[config.mk]
export PLATFORM = sky130hd
export DESIGN_NAME = buffer_encode
export DESIGN_NICKNAME = d
export VERILOG_FILES = /design/src/rtl/buffer_encode.sv
export SDC_FILE = /design/constraint.sdc
export NUM_CORES = 1
export LEC_CHECK = 0
export ABC_AREA = 1
export BUFFER_PORTS_ARGS = -buffer_cell sky130_fd_sc_hd__buf_2
export CELL_PAD_IN_SITES_DETAIL_PLACEMENT = 1
export CELL_PAD_IN_SITES_GLOBAL_PLACEMENT = 2
export CORE_MARGIN = 5
export CORE_UTILIZATION = 35
export CTS_CLUSTER_SIZE = 14
export DETAILED_ROUTE_END_ITERATION = 10
export PLACE_DENSITY = 0.9
export SYNTH_ARGS = -nofsm -noshare
export SYNTH_HDL_FRONTEND = slang
export SYNTH_SLANG_ARGS = --single-unit
[constraint.sdc]
create_clock -name clk -period 3.6 [get_ports clk]
set_input_delay 0.72 -clock clk [delete_from_list [all_inputs] [get_ports clk]]
set_output_delay 0.72 -clock clk [all_outputs]
set_load 0.02 [all_outputs]
[src/rtl/buffer_encode.sv]
// ---------------------------------------------------------------------------
// buffer_encode
//   Turns an unsigned binary value into a fixed-width ASCII decimal string.
//   Each digit occupies one byte, and the most significant digit sits in the
//   top byte. The conversion is a sequential double-dabble engine: one
//   shift-add-3 iteration per clock, followed by a single LOAD cycle that
//   registers the formatted result.
//
//   Values above 10^DIGITS-1 saturate to all '9' and raise overflow.
//
//   Optional build macro BUFFER_ENCODE_LEADING_BLANK_EN:
//     When it is defined, leading zero digits are shown as spaces (8'h20).
//     Digit 0 is never blanked, and a saturated result is never blanked.
//
// Ports
//   clk          in   rising-edge clock
//   rst          in   asynchronous reset, active low
//   value        in   binary value to encode (IN_WIDTH bits)
//   in_valid     in   value is presented
//   in_ready     out  block is idle and can accept a value
//   buffer       out  ASCII digits; digit k occupies bits [8k+7:8k]
//   buffer_valid out  buffer holds a completed result
//   buffer_ready in   consumer accepts the buffer
//   overflow     out  the current result was saturated (valid with buffer_valid)
// ---------------------------------------------------------------------------
module buffer_encode #(
  parameter int IN_WIDTH = 18,
  parameter int DIGITS   = 4
) (
  input  logic                  clk,
  input  logic                  rst,
  input  logic [IN_WIDTH-1:0]   value,
  input  logic                  in_valid,
  output logic                  in_ready,
  output logic [8*DIGITS-1:0]   buffer,
  output logic                  buffer_valid,
  input  logic                  buffer_ready,
  output logic                  overflow
);

  localparam int BCD_W = 4 * DIGITS;
  localparam int CNT_W = $clog2(IN_WIDTH + 1);
  localparam int CMP_W = (IN_WIDTH > 64) ? IN_WIDTH : 64;

  function automatic logic [63:0] pow10(input int n);
    logic [63:0] r;
    r = 64'd1;
    for (int i = 0; i < n; i++) begin
      r = r * 64'd10;
    end
    return r;
  endfunction

  localparam logic [63:0]      MAX_VAL   = pow10(DIGITS) - 64'd1;
  localparam logic [CMP_W-1:0] MAX_VAL_C = CMP_W'(MAX_VAL);

  // Double-dabble correction: any nibble of 5 or more gets +3 before the shift.
  function automatic logic [BCD_W-1:0] add3(input logic [BCD_W-1:0] bcd);
    logic [BCD_W-1:0] r;
    r = bcd;
    for (int k = 0; k < DIGITS; k++) begin
      if (bcd[4*k +: 4] >= 4'd5) begin
        r[4*k +: 4] = bcd[4*k +: 4] + 4'd3;
      end else begin
        r[4*k +: 4] = bcd[4*k +: 4];
      end
    end
    return r;
  endfunction

  // BCD to ASCII, with optional leading-blank and saturation override.
  function automatic logic [8*DIGITS-1:0] fmt(input logic [BCD_W-1:0] bcd,
                                              input logic             ovf);
    logic [8*DIGITS-1:0] r;
`ifdef BUFFER_ENCODE_LEADING_BLANK_EN
    logic lead;
`endif
    for (int k = 0; k < DIGITS; k++) begin
      r[8*k +: 8] = 8'h30 + {4'h0, bcd[4*k +: 4]};
    end
`ifdef BUFFER_ENCODE_LEADING_BLANK_EN
    // Walk down from the top digit and blank zeros until the first nonzero digit.
    lead = 1'b1;
    for (int k = DIGITS - 1; k >= 1; k--) begin
      if (lead && (bcd[4*k +: 4] == 4'd0)) begin
        r[8*k +: 8] = 8'h20;
      end else begin
        lead = 1'b0;
      end
    end
`endif
    if (ovf) begin
      r = {DIGITS{8'h39}};
    end else begin
      r = r;
    end
    return r;
  endfunction

  typedef enum logic [1:0] {
    S_IDLE = 2'd0,
    S_CONV = 2'd1,
    S_LOAD = 2'd2,
    S_DONE = 2'd3
  } state_t;

  state_t                state_q, state_d;
  logic [CNT_W-1:0]      cnt_q, cnt_d;
  logic [IN_WIDTH-1:0]   bin_q, bin_d;
  logic [BCD_W-1:0]      bcd_q, bcd_d;
  logic                  ovf_q, ovf_d;
  logic [8*DIGITS-1:0]   buffer_q, buffer_d;
  logic                  buffer_valid_q, buffer_valid_d;
  logic                  overflow_q, overflow_d;
  logic [BCD_W+IN_WIDTH-1:0] shift_s;
  logic                  in_ready_s;

  // State register.
  always_ff @(posedge clk or negedge rst) begin
    if (!rst) begin
      state_q <= S_IDLE;
    end else begin
      state_q <= state_d;
    end
  end

  // Next-state logic.
  always_comb begin
    state_d = state_q;
    case (state_q)
      S_IDLE: begin
        if (in_valid) begin
          state_d = S_CONV;
        end else begin
          state_d = S_IDLE;
        end
      end
      S_CONV: begin
        if (cnt_q == CNT_W'(1)) begin
          state_d = S_LOAD;
        end else begin
          state_d = S_CONV;
        end
      end
      S_LOAD: state_d = S_DONE;
      S_DONE: begin
        if (buffer_valid_q && buffer_ready) begin
          state_d = S_IDLE;
        end else begin
          state_d = S_DONE;
        end
      end
      default: state_d = S_IDLE;
    endcase
  end

  // Output decode: the block accepts a value only while idle.
  always_comb begin
    in_ready_s = 1'b0;
    case (state_q)
      S_IDLE:  in_ready_s = 1'b1;
      default: in_ready_s = 1'b0;
    endcase
  end

  // Datapath next-state: capture, iterate, format, release.
  always_comb begin
    cnt_d          = cnt_q;
    bin_d          = bin_q;
    bcd_d          = bcd_q;
    ovf_d          = ovf_q;
    buffer_d       = buffer_q;
    buffer_valid_d = buffer_valid_q;
    overflow_d     = overflow_q;
    shift_s        = {add3(bcd_q), bin_q} << 1;
    case (state_q)
      S_IDLE: begin
        if (in_valid && in_ready_s) begin
          bin_d = value;
          bcd_d = '0;
          cnt_d = CNT_W'(IN_WIDTH);
          ovf_d = (CMP_W'(value) > MAX_VAL_C);
        end else begin
          bin_d = bin_q;
        end
      end
      S_CONV: begin
        // Bits pushed out of the BCD top are lost; that only happens when ovf is set.
        bcd_d = shift_s[BCD_W+IN_WIDTH-1:IN_WIDTH];
        bin_d = shift_s[IN_WIDTH-1:0];
        cnt_d = cnt_q - CNT_W'(1);
      end
      S_LOAD: begin
        buffer_d       = fmt(bcd_q, ovf_q);
        overflow_d     = ovf_q;
        buffer_valid_d = 1'b1;
      end
      S_DONE: begin
        if (buffer_valid_q && buffer_ready) begin
          buffer_valid_d = 1'b0;
          overflow_d     = 1'b0;
        end else begin
          buffer_valid_d = buffer_valid_q;
        end
      end
      default: begin
        buffer_valid_d = 1'b0;
      end
    endcase
  end

  // Datapath and output registers.
  always_ff @(posedge clk or negedge rst) begin
    if (!rst) begin
      cnt_q          <= '0;
      bin_q          <= '0;
      bcd_q          <= '0;
      ovf_q          <= 1'b0;
      buffer_q       <= '0;
      buffer_valid_q <= 1'b0;
      overflow_q     <= 1'b0;
    end else begin
      cnt_q          <= cnt_d;
      bin_q          <= bin_d;
      bcd_q          <= bcd_d;
      ovf_q          <= ovf_d;
      buffer_q       <= buffer_d;
      buffer_valid_q <= buffer_valid_d;
      overflow_q     <= overflow_d;
    end
  end

  assign in_ready     = in_ready_s;
  assign buffer       = buffer_q;
  assign buffer_valid = buffer_valid_q;
  assign overflow     = overflow_q;

endmodule

==> run_results.csv, run 1 <==
group,metric,value,unit
outcome,status,"complete, no violations",
clock_network,cts_tree,"yes",
critical_path,critPathMaxStageDelay,0.44,ns
pwr,finalPower,3272,µW
placed_design,port_buffers,48,
route,wl_met2,3.460,mm
sta,layout_setup_ws,1.779,ns
critical_path,rr_endpoint,"cnt_q[4]",
die,start_util,35.47,%
yosys,synthTopCellsByArea,"dfrtp_1 50%, nand2_1 16%, nand3_1 6.0%",
critical_path,endpoint_kind,"output port",
route,wl,7.398,mm
global_route,grt_max_degree,38,
critical_path,arrival,1.10,ns
route,drt-met1-wl,3.497,mm
placed_design,dp_hpwl,5.529,mm
critical_path,worst-r2r-cell-count,5,
yosys,ys.flop_type,"dfrtp_1",
pwr,power-per-cell-area,931.7,mW/mm²
critical_path,crit_path_start,"state_q[0]",
route,vias_per_cell,4.805,
die,coreArea,0.008636,mm²
critical_path,worstSetupEndpoint,"in_ready",
critical_path,worstPathRequired,2.88,ns
yosys,ys_seq_area_share,49.84,%
die,fp.dieW,103.6,µm
route,highest_layer,"met4",
sta,slew_violations,0,
critical_path,regToRegSetupSlack,1.80,ns
clock_network,clockBufferDepth,2,
finish,nets,453,
finish,area_delta_synth_final,14.67,%
route,drt_iter0_drc,47,
clock_network,clk_pin_slew,0.07,ns
yosys,synth_warnings,0,
die,io_pins,57,
sta,rsz0062_at_grt,"false",
yosys,avgSynthCellArea,8.103,µm²
yosys,ys_types,26,
global_route,antenna_found_initial,0,
finish,fin_cells,534,
sta,fin_skew,0.007590,ns
route,ant_nets,0,
sta,max_freq,0.5492,GHz
placed_design,pre_cts_ws,1.506,ns
hold_path,hp-class,"in -> async",
pwr,ir_worst_vdd,0.2558,mV
route,met3WireLength,343,µm
sta,holdWs,0.4124,ns
sta,hold_viol_final,0,
yosys,synthTopCellsByCount,"131 x nand2_1, 61 x dfrtp_1, 37 x nand3_1",
placed_design,place_congestion,0.7766,
critical_path,crit_path_start_kind,"flip-flop",
route,drc,0,
sta,final.min_clock_period,1.821,ns
placed_design,post-place-cells,518,
sta,period_share,50.58,%
yosys,yosys.area.top_type,"dfrtp_1",
global_route,grt_pass1_vias,2621,
clock_network,numCtsBuffers,9,
clock_network,post-cts-setup-buffers,0,
sta,relSlewSlack,41.37,%
yosys,synth_top_area_share,49.84,%
yosys,post-synth-top-count-cell,"nand2_1",
sta,setup_tns,0,ns
critical_path,cp_slowest_cell,"dfrtp_1",
global_route,track_usage,13.96,%
yosys,syn_inst,378,
clock_network,ctsResizeCount,0,
critical_path,path_class,"reg -> out",
clock_network,htree_levels,3,
clock_network,cts_root_buffer,"clkbuf_8",
die,die_h,103.6,µm
die,rows,34,
route,first_pass_iters,4,
global_route,grt_overflow,0,
clock_network,hold_buffers,0,
flow_run,maxCapViolCount,0,
yosys,synth_seq_cells,61,
critical_path,cp_cell_sequence,"nor2_2 > buf_2",
finish,antenna_cells,0,
sta,setup_viol,0,
route,vias,2566,
clock_network,cts.sinks,61,
critical_path,r2r_start,"state_q[0]",
global_route,grt_pass1_wl,12.45,mm
yosys,synth_edf_count,0,
route,wl_per_cell,13.85,µm
yosys,synth-async-reset-ratio,100.0,%
critical_path,crit_fanout,4,
pwr,leakage,0.001829,µW
sta,worstMarginPinSlew,0.8774,ns
die,dieArea,0.01072,mm²
yosys,synth_area,0.003063,mm²
clock_network,clock_latency,0.33,ns
finish,layout-drive-gt1-share,18.08,%
## power breakdown
part	total [µW]	internal, µW	switching (µW)
Clock	593	334	259
Combinational	1440	481	963
Sequential	1230	995	240
Total	3270	1810	1460
## layer usage
| metal | vias up | track usage [%] |
|---|---|---|
| li1 | 1280 | - |
| met1 | 1206 | 17.67 |
| met2 | 72 | 23.04 |
| met3 | 8 | 3.980 |
| met4 | 0 | 4.311 |
| met5 | - | 0 |
## worst min-delay path by stage
stage | from | end | slack [ns] | cells past startpoint
after floorplan | rst | bcd_q[0] | 0.42 | 0
after global placement | buffer[26] | buffer[26] | 0.46 | 2
after detailed placement | buffer[2] | buffer[2] | 0.47 | 2
after CTS | rst | cnt_q[3] | 0.42 | 1
after global routing | rst | buffer[28] | 0.45 | 1
final | rst | state_q[0] | 0.41 | 1
## critical path: cells and delay by family, from the launching register on
family | cells | cell delay, ns
flip-flops | 1 | 0.44
AND/OR/NAND/NOR | 1 | 0.15
buffers and inverters | 1 | 0.18
## final cells by class
| class | count | area, µm² |
|---|---|---|
| fillers | 1081 | 5124 |
| flip-flops and latches | 61 | 1526 |
| multi-input cells | 261 | 1257 |
| repair buffers | 51 | 262.8 |
| clock buffers | 11 | 141.4 |
| inverters | 37 | 138.9 |
| well taps | 108 | 135.1 |
| clock inverters | 5 | 50.05 |
## kinds of logic after synthesis
family	synth area share, %
AOI/OAI and AO/OA	8.578
adders and majority gates	4.085
buffers and inverters	10.09
DFF	49.84
other	0.1224
and+or+nand+nor	27.29
## layout by cell type (no fill, tap or decap), drive strengths merged
cell and count:
o21ai 18, a21oi 3, nor3 1, nand4 8, nor2 21, o21bai 3
nand3 37, o31ai 6, a31oi 8, o22ai 2, bufinv 1, clkinv 5
o211ai 3, dfrtp 61, inv 36, clkbuf 11, ha 10, buf 51
or2 1, nand2 132, conb 8
## metrics by stage
stage / area, µm² / util [%]
2_1_floorplan: 3089 / -
3_3_place_gp: 3321 / 38.45
3_5_place_dp: 3321 / 38.45
4_1_cts: 3512 / 40.67
5_1_grt: 3512 / 40.67
6_report: 3512 / 40.67
## sequential cells by signal, summed over array words and instances, names as in the netlist
name	cells
bin_q	18
overflow	1
buffer_valid	1
bcd_q	16
cnt_q	5
state_q	2
ovf_q	1
buffer	17
No activity file was read; power rests on OpenSTA's default activity.
==> run 2, diff against run 1 <==
Settings changed: CORE_UTILIZATION 35 to 32, PLACE_DENSITY 0.9 to 0.84.
Clock period 3.6 ns to 1.9 ns, I/O delays scaled along.
==> run_results.csv, run 2 (same netlist as run 1, synthesis figures left out) <==
group,metric,value,unit
outcome,status,"complete, no violations",
clock_network,cts.sinks,61,
global_route,grt_overflow,0,
placed_design,place_congestion,0.8249,
clock_network,hold_buffers,0,
critical_path,worstPathRequired,1.52,ns
sta,holdWs,0.03565,ns
die,io_pins,57,
sta,rsz0062_at_grt,"false",
sta,max_freq,0.6722,GHz
route,wl_per_cell,14.00,µm
critical_path,path_class,"reg -> out",
route,ant_nets,0,
finish,layout-drive-gt1-share,18.31,%
clock_network,numCtsBuffers,9,
placed_design,port_buffers,48,
finish,layout_common_cells,"131 x nand2_1, 61 x dfrtp_1, 48 x buf_2",
clock_network,post-cts-setup-buffers,0,
die,dieArea,0.01163,mm²
die,start_util,32.99,%
critical_path,crit_fanout,4,
route,drt_iter0_drc,78,
critical_path,critPathMaxStageDelay,0.44,ns
pwr,finalPower,6314,µW
clock_network,htree_levels,3,
sta,slew_violations,0,
placed_design,postPlaceCellArea,0.003400,mm²
die,fp.dieW,107.8,µm
critical_path,path_delay_family,"flip-flops",
sta,setup_viol,0,
sta,fin_skew,0.005637,ns
sta,final.min_clock_period,1.488,ns
flow_run,maxCapViolCount,0,
global_route,grt_pass1_vias,2756,
clock_network,clk_pin_slew,0.06,ns
route,vias_per_cell,4.706,
route,drc,0,
global_route,track_usage,14.17,%
critical_path,crit_path_start_kind,"flip-flop",
sta,setup_tns,0,ns
critical_path,arrival,1.11,ns
clock_network,cts_root_buffer,"clkbuf_8",
finish,stdcell_area,0.003583,mm²
clock_network,cts_tree,"yes",
clock_network,clock_latency,0.34,ns
finish,antenna_cells,0,
die,coreArea,0.009284,mm²
placed_design,dp_hpwl,5.655,mm
route,vias,2612,
critical_path,cp_cell_sequence,"nor2_2 > buf_2",
clock_network,ctsResizeCount,0,
hold_path,hp-class,"in -> async",
route,wl,7.769,mm
global_route,antenna_found_initial,0,
pwr,leakage,0.001847,µW
global_route,grt_pass1_wl,13.03,mm
critical_path,cp_slowest_cell,"dfrtp_1",
sta,hold_viol_final,0,
clock_network,clockBufferDepth,2,
pwr,power-per-cell-area,1762,mW/mm²
finish,area_delta_synth_final,16.99,%
finish,largest_register_ffs,18,
finish,final_common_cell,"nand2_1",
route,first_pass_iters,7,
pwr,ir_worst_vdd,0.4414,mV
global_route,grt_max_degree,62,
finish,post-route-util,38.60,%
sta,period_share,78.30,%
finish,largest-register,"bin_q",
die,die_h,107.8,µm
critical_path,endpoint_kind,"output port",
finish,nets,455,
die,rows,35,
critical_path,crit_buf_inv,1,
## run 2: changes by cell type in the layout (fill, tap and decap cells not counted), sizes merged
cell | before | now
clkbuf | 11 | 13
buf | 51 | 53
clkinv | 5 | 2
bufinv | 1 | 0
## run 2: worst paths after layout
check	start	endpoint	slack (ns)	cells after the start
worst max-delay path	state_q[0]	in_ready	0.41	2
worst min-delay path	rst	buffer[10]	0.04	2
worst max register to register	state_q[0]	bcd_q[7]	0.50	3
worst min register to register	buffer[2]	buffer[2]	0.48	2
max in group asynchronous	rst	bin_q[14]	1.59	2
min in group clk	value[3]	bin_q[3]	0.25	3
## run 2: final cells by class
class / instances / area, µm²
clock buffer: 13 / 178.9
clock inverter: 1 / 5.005
fill: 1185 / 5700
inverter: 37 / 138.9
multi-input combinational: 261 / 1257
sequential: 61 / 1526
tap: 129 / 161.4
timing repair buffer: 53 / 315.3
## run 2: routing by layer
layer / GRT usage, % / up-vias / share of wire [%]
met5: 0 / - / 0
met4: 6.222 / 0 / 1.4
met3: 2.819 / 12 / 4.4
met2: 22.11 / 66 / 45
met1: 19.01 / 1243 / 49
li1: - / 1291 / -
## run 2: where the power goes
group	switching [µW]	leakage (µW)	total (µW)	internal, µW
Clock	494	0.0000974	1090	600
Sequential	428	0.000758	2310	1890
Combinational	1900	0.000992	2910	1000
## run 2: worst reg2reg max path, cell delays in order (launching register included)
cell and delay (ns):
dfrtp_1 0.44, o21ai_2 0.43, inv_1 0.24, o21ai_0 0.21
## run 2: stage by stage
stage / cells / worst slack (ns)
after floorplan: 385 / 0.5750
after global placement: 541 / 0.5352
after detailed placement: 541 / 0.4470
after CTS: 555 / 0.3867
after global routing: 555 / 0.3285
final: 555 / 0.4123
